**src/rtl/brc_iter.sv**
```systemverilog
// Multi-cycle branch comparator: compares rs1 against rs2 one CHUNK at a time, most-significant
// chunk first, and returns registered less-than (signed/unsigned) and equal flags.
module brc_iter #(
  parameter int WIDTH      = 32,
  parameter int CHUNK      = 8,
  parameter int EARLY_EXIT = 1
) (
  input  logic             i_clk,
  input  logic             i_rst_n,
  input  logic             i_valid,
  output logic             o_ready,
  input  logic [WIDTH-1:0] i_rs1_data,
  input  logic [WIDTH-1:0] i_rs2_data,
  input  logic             i_br_un,
  input  logic             i_flush,
  output logic             o_valid,
  input  logic             i_ready,
  output logic             o_br_less,
  output logic             o_br_equal
);

  localparam int NCHUNK = WIDTH / CHUNK;
  localparam int IW     = (NCHUNK > 1) ? $clog2(NCHUNK) : 1;
  localparam logic [CHUNK-1:0] MSB_MASK = CHUNK'(1) << (CHUNK - 1);

  typedef enum logic [1:0] {S_IDLE, S_CMP, S_DONE} state_t;

  // Handshakes: a request is accepted on a rising edge where i_valid=1 and o_ready=1 (IDLE only,
  // and not while i_flush=1). A result is consumed on a rising edge where o_valid=1 and i_ready=1.
  state_t            r_state;
  state_t            w_state_nxt;
  logic [WIDTH-1:0]  r_a;
  logic [WIDTH-1:0]  r_b;
  logic              r_un;
  logic [IW-1:0]     r_idx;
  logic              r_found;
  logic              r_found_lt;
  logic              r_less;
  logic              r_equal;

  logic [CHUNK-1:0]  w_a_chunk [NCHUNK];
  logic [CHUNK-1:0]  w_b_chunk [NCHUNK];
  logic [CHUNK-1:0]  w_flip;
  logic [CHUNK-1:0]  w_ca;
  logic [CHUNK-1:0]  w_cb;
  logic              w_diff;
  logic              w_lt;
  logic              w_accept;
  logic              w_finish;
  logic              w_res_less;
  logic              w_res_equal;

  for (genvar g = 0; g < NCHUNK; g++) begin : g_chunk
    assign w_a_chunk[g] = r_a[g*CHUNK +: CHUNK];
    assign w_b_chunk[g] = r_b[g*CHUNK +: CHUNK];
  end

  // Flipping the sign bit of the top chunk turns a signed compare into an unsigned one.
  assign w_flip = ((r_idx == IW'(NCHUNK - 1)) && !r_un) ? MSB_MASK : '0;
  assign w_ca   = w_a_chunk[r_idx] ^ w_flip;
  assign w_cb   = w_b_chunk[r_idx] ^ w_flip;
  assign w_diff = (w_ca != w_cb);
  assign w_lt   = (w_ca < w_cb);

  always_comb begin
    w_res_less  = 1'b0;
    w_res_equal = 1'b0;
    if (r_found) begin
      w_res_less = r_found_lt;
    end else if (w_diff) begin
      w_res_less = w_lt;
    end else begin
      w_res_equal = 1'b1;
    end
  end

  always_comb begin
    w_state_nxt = r_state;
    w_accept    = 1'b0;
    w_finish    = 1'b0;
    case (r_state)
      S_IDLE: begin
        if (!i_flush && i_valid) begin
          w_accept    = 1'b1;
          w_state_nxt = S_CMP;
        end
      end
      S_CMP: begin
        if (i_flush) begin
          w_state_nxt = S_IDLE;
        end else if (((EARLY_EXIT != 0) && w_diff) || (r_idx == '0)) begin
          w_finish    = 1'b1;
          w_state_nxt = S_DONE;
        end
      end
      S_DONE: begin
        if (i_flush || i_ready) w_state_nxt = S_IDLE;
      end
      default: w_state_nxt = S_IDLE;
    endcase
  end

  always_ff @(posedge i_clk or negedge i_rst_n) begin
    if (!i_rst_n) begin
      r_state    <= S_IDLE;
      r_a        <= '0;
      r_b        <= '0;
      r_un       <= 1'b0;
      r_idx      <= '0;
      r_found    <= 1'b0;
      r_found_lt <= 1'b0;
      r_less     <= 1'b0;
      r_equal    <= 1'b0;
    end else begin
      r_state <= w_state_nxt;
      if (w_accept) begin
        r_a     <= i_rs1_data;
        r_b     <= i_rs2_data;
        r_un    <= i_br_un;
        r_idx   <= IW'(NCHUNK - 1);
        r_found <= 1'b0;
      end
      if (r_state == S_CMP && !i_flush) begin
        // Only the first (most significant) difference is kept when scanning all chunks.
        if (w_diff && !r_found) begin
          r_found    <= 1'b1;
          r_found_lt <= w_lt;
        end
        if (!w_finish) r_idx <= r_idx - IW'(1);
      end
      if (w_finish) begin
        r_less  <= w_res_less;
        r_equal <= w_res_equal;
      end
    end
  end

  assign o_ready    = (r_state == S_IDLE);
  assign o_valid    = (r_state == S_DONE);
  assign o_br_less  = r_less;
  assign o_br_equal = r_equal;

endmodule

```
**config.mk**
```make
export PLATFORM = sky130hd
export DESIGN_NAME = brc_iter
export DESIGN_NICKNAME = d
export VERILOG_FILES = /design/src/rtl/brc_iter.sv
export SDC_FILE = /design/constraint.sdc
export NUM_CORES = 1
export LEC_CHECK = 0
export BUFFER_PORTS_ARGS = -buffer_cell sky130_fd_sc_hd__buf_2
export CAP_MARGIN = 20
export CORE_AREA = 5 5 83 85
export DETAILED_ROUTE_END_ITERATION = 12
export DIE_AREA = 0 0 88 90
export PLACE_DENSITY = 0.91
export SLEW_MARGIN = 20
export SYNTH_ARGS = -nofsm -noshare
export SYNTH_HDL_FRONTEND = slang
export SYNTH_SLANG_ARGS = --single-unit
```
**constraint.sdc**
```tcl
create_clock -name i_clk -period 4.5 [get_ports i_clk]
set_input_delay 0.9 -clock i_clk [delete_from_list [all_inputs] [get_ports i_clk]]
set_output_delay 0.9 -clock i_clk [all_outputs]
set_load 0.005 [all_outputs]
```
==> results.rst, run 1 <==
.. list-table::
   :header-rows: 1

   * - Metric
     - Value
   * - Insertion delay to the later sink of the worst-skew pair
     - 340 ps
   * - Layout cells sized above 1
     - 0.596
   * - Total wire length
     - 6.47 mm
   * - Type of destination of the critical path
     - register
   * - Run status
     - completed
   * - Setup repair after global routing missed its margin
     - no
   * - First-pass GRT wire length
     - 10.8 mm
   * - CP top delay family
     - simple AND/OR/NAND/NOR gates
   * - Max-slew headroom
     - 0.411
   * - Worst Path Max Fanout
     - 13
   * - Per-cell via count in the routed design
     - 5.46
   * - Cells taking the most area after synthesis
     - dfrtp_1 53%, mux2_2 22%, mux4_2 10%, ha_1 3.6%, inv_1 1.1%
   * - H-tree depth
     - 3
   * - Worst Skew
     - 7.07 ps
   * - Count of pins over their slew limit
     - 0
   * - Crit path max-delay cell type
     - dfrtp_1
   * - Vertical die dimension
     - 90 µm
   * - CP Buf/Inv Count
     - 1
   * - Die footprint
     - 7920 µm²
   * - Dominant cell type by area after synthesis
     - dfrtp_1
   * - Number of setup buffers added after CTS
     - 0
   * - Min Clock Period, post-route
     - 3260 ps
   * - CTS tree
     - done
   * - Row count
     - 29
   * - Required @ worst endpoint
     - 4770 ps
   * - Transition at the pin with the smallest max-transition slack
     - 883 ps
   * - End of the worst register-to-register path
     - r_idx[0]$_DFF_PN0_
   * - Cell count of the worst reg-to-reg path
     - 9
   * - End point of the critical path
     - r_idx[0]$_DFF_PN0_
   * - Most common flop cell mapped by yosys
     - dfrtp_1
   * - Boundary Pins
     - 74
   * - All-layer global routing usage
     - 0.179
   * - First element of the critical path
     - r_idx[0]$_DFF_PN0_
   * - DRC violation total after the first TritonRoute iteration
     - 119
   * - Worst hold path class
     - register to register
   * - Number of buffers between clock root and the deepest sink
     - 2
   * - Async SR Flop Fraction
     - 1.00
   * - Clock transition at the registers of the reported paths
     - 70 ps
   * - DRC Markers
     - 0
   * - Number of enable-type register cells in the synthesized netlist
     - 0
   * - Post-route clock period utilization
     - 0.725
   * - Number of diodes added for antenna fixing
     - 0
   * - Critical setup path kind
     - register to register
   * - Max-cap violations
     - 0
   * - Area occupied by multi-input gates
     - 1500 µm²
   * - Initial Util
     - 0.560
   * - #FFs+latches synth
     - 73
   * - Arrival time at the worst endpoint
     - 3530 ps
   * - Warning count from the yosys run
     - 0
   * - Die Wd
     - 88 µm
   * - Critical path startpoint category
     - register
   * - Detailed-route wire length per cell
     - 17.1 µm
   * - Final RePlAce weighted congestion
     - 0.802
   * - Static power due to leakage
     - 0.00185 µW
   * - Combined area of all synthesized cells
     - 3440 µm²
   * - Gate count of the mapped netlist
     - 222
   * - Hold bufs inserted after CTS
     - 0
   * - Largest incremental delay on the critical path
     - 790 ps
   * - Design Power
     - 1730 µW
   * - Final Hold Violating Endpoints
     - 0
   * - Largest net degree at the start of global routing
     - 74
   * - Worst IR Drop VDD
     - 0.000253 V
   * - DRT Pass-1 Iters
     - 4
   * - Commonest cells post-synth
     - 73 x dfrtp_1, 66 x mux2_2, 16 x mux4_2, 10 x ha_1, 10 x inv_1
   * - Origin of the critical flop-to-flop path
     - r_idx[0]$_DFF_PN0_
   * - Reg area
     - 1830 µm²
   * - Synth cell types
     - 32
   * - Routed via count
     - 2068
   * - Final-layout setup total negative slack
     - 0 ps
   * - Antenna-violating nets left
     - 0
   * - Leading cell type by number of instances after synthesis
     - dfrtp_1
   * - Post-cts resize count
     - 0
   * - Setup slack of the most critical reg-to-reg path
     - 1240 ps
   * - Final core area utilization
     - 0.655
   * - Total nets after synthesis
     - 302
   * - Detail Placement HPWL
     - 4.75 mm
   * - Total overflow reported by the global router
     - 0
   * - Synthesized area per cell
     - 15.5 µm²
   * - Cell Area, Placed
     - 3840 µm²
   * - Maximum frequency from static timing analysis
     - 307 MHz
   * - Critical-path cell list
     - buf_4 > mux4_2 > xor2_1 > ha_1 > nand4_1 > or2_2 > nor3_4 > nor3_1 > a21oi_1
   * - Core Box Area
     - 6130 µm²
   * - Num Clock Sinks
     - 73
   * - Clk Tree Root Cell
     - clkbuf_8
   * - Number of global-route vias before repair
     - 2353
   * - Final setup violation count
     - 0
   * - Number of stages on the worst setup path
     - 9
   * - Area overhead of the layout relative to synthesis
     - 16.9%
   * - Number of port buffers
     - 73
   * - Power density over the cells
     - 429 nW/µm²
   * - Fill cell total of the finished layout
     - 465
   * - Clock buffer count from CTS
     - 9
   * - Portion of synthesized cell area occupied by the leading cell type
     - 0.531
   * - Number of antenna violations at the first check in global routing
     - 0
   * - Hold Worst Slack
     - 505 ps
   * - Final nets
     - 377
   * - Sequential cell area fraction in the yosys report
     - 0.531
   * - Post-route standard cell area excluding fillers
     - 4020 µm²
worst min path at each step:
| stage | from | to | slack, ps | cells past startpoint |
|---|---|---|---|---|
| after floorplan | o_br_equal$_DFFE_PN0P_ | o_br_equal$_DFFE_PN0P_ | 470 | 2 |
| after global placement | o_br_equal$_DFFE_PN0P_ | o_br_equal$_DFFE_PN0P_ | 480 | 2 |
| after detailed placement | o_br_equal$_DFFE_PN0P_ | o_br_equal$_DFFE_PN0P_ | 490 | 2 |
| after CTS | o_br_equal$_DFFE_PN0P_ | o_br_equal$_DFFE_PN0P_ | 500 | 2 |
| after global routing | r_a[21]$_DFFE_PN0P_ | r_a[21]$_DFFE_PN0P_ | 530 | 1 |
| final | r_a[13]$_DFFE_PN0P_ | r_a[13]$_DFFE_PN0P_ | 510 | 1 |
layout by cell type, fill, tap and decap left out, drive strengths merged:
| cell | netlist | layout |
|---|---|---|
| xnor2 | 1 | 1 |
| mux4 | 16 | 16 |
| o31ai | 1 | 1 |
| nor2 | 3 | 3 |
| o21bai | 1 | 1 |
| clkbuf | 1 | 13 |
| a21oi | 7 | 7 |
| o211ai | 1 | 1 |
| nor3 | 4 | 4 |
| o21ai | 1 | 1 |
| or2 | 1 | 1 |
| or4b | 1 | 1 |
| nand2 | 3 | 3 |
| clkinv | 0 | 3 |
| mux2 | 67 | 67 |
| xor2 | 1 | 1 |
| nor2b | 1 | 1 |
| or3b | 1 | 1 |
| buf | 10 | 75 |
| inv | 10 | 10 |
| nand2b | 2 | 2 |
| a21o | 1 | 1 |
| ha | 10 | 10 |
| nor4b | 1 | 1 |
| nand4 | 2 | 2 |
| o41ai | 1 | 1 |
| and2b | 1 | 1 |
| dfrtp | 73 | 73 |
metrics by stage:
step           setup slack, ps  cells
2_1_floorplan             1800    222
3_3_place_gp              1340    363
3_5_place_dp              1230    363
4_1_cts                   1200    379
5_1_grt                    975    379
6_report                  1240    379
state kept, by name (all words and copies together) (netlist names):
signal,count
r_found_lt,1
r_a,32
r_b,32
o_br_less,1
o_br_equal,1
r_state,2
r_idx,2
r_found,1
r_un,1
routing by layer:
layer / track usage / routed length, µm / up-vias
met5: 0 / 0 / -
met1: 0.237 / 2720 / 1041
met2: 0.270 / 3250 / 51
met3: 0.0420 / 339 / 15
li1: - / - / 961
met4: 0.0985 / 165 / 0
where the power goes:
group	switching (µW)	total [µW]	internal, µW
Combinational	153	399	246
Sequential	77.5	874	797
Clock	225	453	228
Total	455	1730	1270
kinds of logic after synthesis:
| group | synth area share |
|---|---|
| flip-flops | 0.531 |
| adder cells (fa/ha/maj) | 0.0364 |
| AND/OR/NAND/NOR | 0.0437 |
| buffers and inverters | 0.0317 |
| XOR/XNOR | 0.00510 |
| multiplexers | 0.325 |
| AO/OA/AOI/OAI | 0.0262 |
final cells by class:
| type | count | area share |
|---|---|---|
| Tap cell | 77 | 0.0240 |
| Timing Repair Buffer | 75 | 0.0953 |
| Multi-Input combinational cell | 128 | 0.374 |
| Clock buffer | 13 | 0.0395 |
| Inverter | 10 | 0.00934 |
| Clock inverter | 3 | 0.00374 |
| Sequential cell | 73 | 0.455 |
Note: power is estimated with default switching activity, not from simulation.
==> inputs of run 2 (changes only) <==
--- a/config.mk
+++ b/config.mk
@@ -7,10 +7,10 @@
 export LEC_CHECK = 0
 export BUFFER_PORTS_ARGS = -buffer_cell sky130_fd_sc_hd__buf_2
 export CAP_MARGIN = 20
-export CORE_AREA = 5 5 83 85
+export CORE_AREA = 5 5 86 88
 export DETAILED_ROUTE_END_ITERATION = 12
-export DIE_AREA = 0 0 88 90
-export PLACE_DENSITY = 0.91
+export DIE_AREA = 0 0 91 93
+export PLACE_DENSITY = 0.86
 export SLEW_MARGIN = 20
 export SYNTH_ARGS = -nofsm -noshare
 export SYNTH_HDL_FRONTEND = slang
==> constraint.sdc (replaced) <==
create_clock -name i_clk -period 3.3 [get_ports i_clk]
set_input_delay 0.66 -clock i_clk [delete_from_list [all_inputs] [get_ports i_clk]]
set_output_delay 0.66 -clock i_clk [all_outputs]
set_load 0.005 [all_outputs]
==> run 2 against run 1 <==
Die area rose by 6.9%. First-iteration DRC count rose by 1.7%. Clock power rose by 72%. Wire length rose by 1.3%. Final area rose by 2.1%. Critical endpoint is now o_br_less$_DFFE_PN0P_. Largest power group unchanged. Highest routed layer unchanged.
==> results.rst, run 2 (same netlist as run 1, synthesis figures left out) <==
.. list-table::
   :header-rows: 1

   * - Metric
     - Value
   * - Fill cell total of the finished layout
     - 497 (+6.9%)
   * - Max-slew headroom
     - 0.406 (-0.00515)
   * - Worst Skew
     - 10.1 ps (+3.04 ps)
   * - DRC violation total after the first TritonRoute iteration
     - 121 (+1.7%)
   * - Number of global-route vias before repair
     - 2316 (-1.6%)
   * - Run status
     - completed
   * - First-pass GRT wire length
     - 11.1 mm (+2.5%)
   * - Min Clock Period, post-route
     - 2870 ps (-394 ps)
   * - Row count
     - 30 (+3.4%)
   * - Net switching power
     - 660 µW (+45%)
   * - DRT Pass-1 Iters
     - 4 (unchanged)
   * - Routed via count
     - 2091 (+1.1%)
   * - Detail Placement HPWL
     - 4.97 mm (+4.6%)
   * - Final-layout setup total negative slack
     - 0 ps (unchanged)
   * - Number of buffers between clock root and the deepest sink
     - 2 (unchanged)
   * - Required @ worst endpoint
     - 3530 ps (-1240 ps)
   * - First element of the critical path
     - r_idx[0]$_DFF_PN0_
   * - Number of port buffers
     - 73 (unchanged)
   * - Antenna-violating nets left
     - 0 (unchanged)
   * - Boundary Pins
     - 74 (unchanged)
   * - Finished Layout Cells
     - 384 (+1.3%)
   * - Die footprint
     - 8460 µm² (+6.9%)
   * - Number of setup buffers added after CTS
     - 0 (unchanged)
   * - Layout cells sized above 1
     - 0.605 (+0.00924)
   * - Worst hold path class
     - primary input to asynchronous set/reset pin
   * - Final setup violation count
     - 0 (unchanged)
   * - Hold bufs inserted after CTS
     - 0 (unchanged)
   * - Vertical die dimension
     - 93 µm (+3.3%)
   * - Type of destination of the critical path
     - register
   * - Critical path startpoint category
     - register
   * - Worst IR Drop VDD
     - 0.000384 V (+52%)
   * - Setup repair after global routing missed its margin
     - no
   * - Number of diodes added for antenna fixing
     - 0 (unchanged)
   * - Post-cts resize count
     - 0 (unchanged)
   * - Most common cell after layout, fill and taps aside
     - dfrtp_1
   * - All-layer global routing usage
     - 0.168 (-0.0113)
   * - Critical setup path kind
     - register to register
   * - Clock buffer count from CTS
     - 9 (unchanged)
   * - Sequential fraction of design power
     - 0.475 (-0.032)
   * - Area overhead of the layout relative to synthesis
     - 19.4%
   * - Final nets
     - 379 (+0.53%)
   * - Final RePlAce weighted congestion
     - 0.810 (+1.1%)
   * - Switching Share
     - 0.262 (-0.00140)
   * - Arrival time at the worst endpoint
     - 3100 ps (-430 ps)
   * - Static power due to leakage
     - 0.00188 µW (+1.6%)
   * - Internal power
     - 1860 µW (+46%)
   * - Worst Path Max Fanout
     - 10 (-3)
   * - Power density over the cells
     - 614 nW/µm² (+43%)
   * - Transition at the pin with the smallest max-transition slack
     - 891 ps (+7.73 ps)
   * - Largest registers
     - r_a (32), r_b (32)
   * - Die Wd
     - 91 µm (+3.4%)
   * - Origin of the critical flop-to-flop path
     - r_idx[0]$_DFF_PN0_
   * - Number of antenna violations at the first check in global routing
     - 0 (unchanged)
   * - Max-cap violations
     - 0 (unchanged)
   * - Clock transition at the registers of the reported paths
     - 80 ps (about the same)
   * - Core Box Area
     - 6570 µm² (+7.1%)
   * - Combinational group share of total power
     - 0.216 (-0.015)
   * - Initial Util
     - 0.523 (-0.0373)
   * - Number of placed instances, taps included
     - 368 (+1.4%)
   * - Hold Worst Slack
     - 431 ps (-74.4 ps)
   * - Maximum frequency from static timing analysis
     - 349 MHz (+14%)
   * - Detailed-route wire length per cell
     - 17.1 µm (about the same)
   * - Commonest cells after routing, fill and taps aside
     - 73 x dfrtp_1, 72 x buf_2, 66 x mux2_2
   * - Total overflow reported by the global router
     - 0 (unchanged)
   * - Largest net degree at the start of global routing
     - 74 (unchanged)
   * - H-tree depth
     - 3 (unchanged)
   * - Per-cell via count in the routed design
     - 5.45 (-0.20%)
   * - Post-route clock period utilization
     - 0.869 (+0.144)
   * - Insertion delay to the later sink of the worst-skew pair
     - 350 ps (about the same)
   * - CTS tree
     - done
   * - DRC Markers
     - 0 (unchanged)
   * - Clk Tree Root Cell
     - clkbuf_8
   * - Total wire length
     - 6.56 mm (+1.3%)
   * - Count of pins over their slew limit
     - 0 (unchanged)
   * - Num Clock Sinks
     - 73 (unchanged)
   * - Part of the power in the clock network
     - 0.309 (+0.047)
   * - Final Hold Violating Endpoints
     - 0 (unchanged)
==> run 2: cell types whose count changed in the layout (fill, tap and decap cells not counted), sizes merged <==
cell and delta:
bufinv +2, buf +2, clkbuf -4, clkinv -1, inv +2, clkinvlp +1
==> run 2: worst paths after layout <==
check | endpoint | slack, ps | depth (start not counted)
setup / recovery | o_br_less$_DFFE_PN0P_ | 430 | 7
hold / removal | r_b[20]$_DFFE_PN0P_ | 430 | 1
setup reg to reg | o_br_less$_DFFE_PN0P_ | 430 | 7
hold reg to reg | o_br_equal$_DFFE_PN0P_ | 490 | 2
max in group asynchronous | r_a[3]$_DFFE_PN0P_ | 2290 | 1
min in group i_clk | o_br_equal$_DFFE_PN0P_ | 490 | 2
==> run 2: metal layers <==
layer	share of wire	track usage	wire, µm	vias up
li1	-	-	-	970
met1	0.41	0.207	2660	1050
met2	0.52	0.281	3430	55
met3	0.045	0.0330	292	16
met4	0.027	0.0856	174	0
met5	0	0	0	-
==> run 2: critical path: stages, from the launching register on <==
cell      delay [ps]
dfrtp_1          600
buf_4            310
mux4_2           530
ha_1             310
nand4_1          140
or2_2            390
o21bai_4         160
mux2_4           310
==> run 2: area by class of cell <==
| cell class | instances | area [µm²] | share of cell area |
|---|---|---|---|
| Sequential cell | 73 | 1830 | 0.445 |
| Multi-Input combinational cell | 128 | 1500 | 0.366 |
| Timing Repair Buffer | 77 | 410 | 0.100 |
| Clock buffer | 9 | 124 | 0.0302 |
| Clock inverter | 7 | 103 | 0.0250 |
| Tap cell | 80 | 100 | 0.0244 |
| Inverter | 10 | 37.5 | 0.00915 |
==> run 2: per-stage QoR <==
stage	cell area (µm²)	worst slack, ps	power (µW)	util
2_1_floorplan	3440	595	1580	-
3_3_place_gp	3880	497	1730	0.590
3_5_place_dp	3880	422	1770	0.590
4_1_cts	4100	400	2550	0.625
5_1_grt	4100	219	2660	0.625
6_report	4100	432	2520	0.625
==> run 2: power groups by stage <==
stage | clock network, µW | registers [µW] | logic, µW
2_1_floorplan | 0 | 1170 | 414
4_1_cts | 796 | 1200 | 553
3_3_place_gp | 0 | 1210 | 524
3_5_place_dp | 0 | 1220 | 550
5_1_grt | 832 | 1220 | 605
6_report | 777 | 1200 | 545
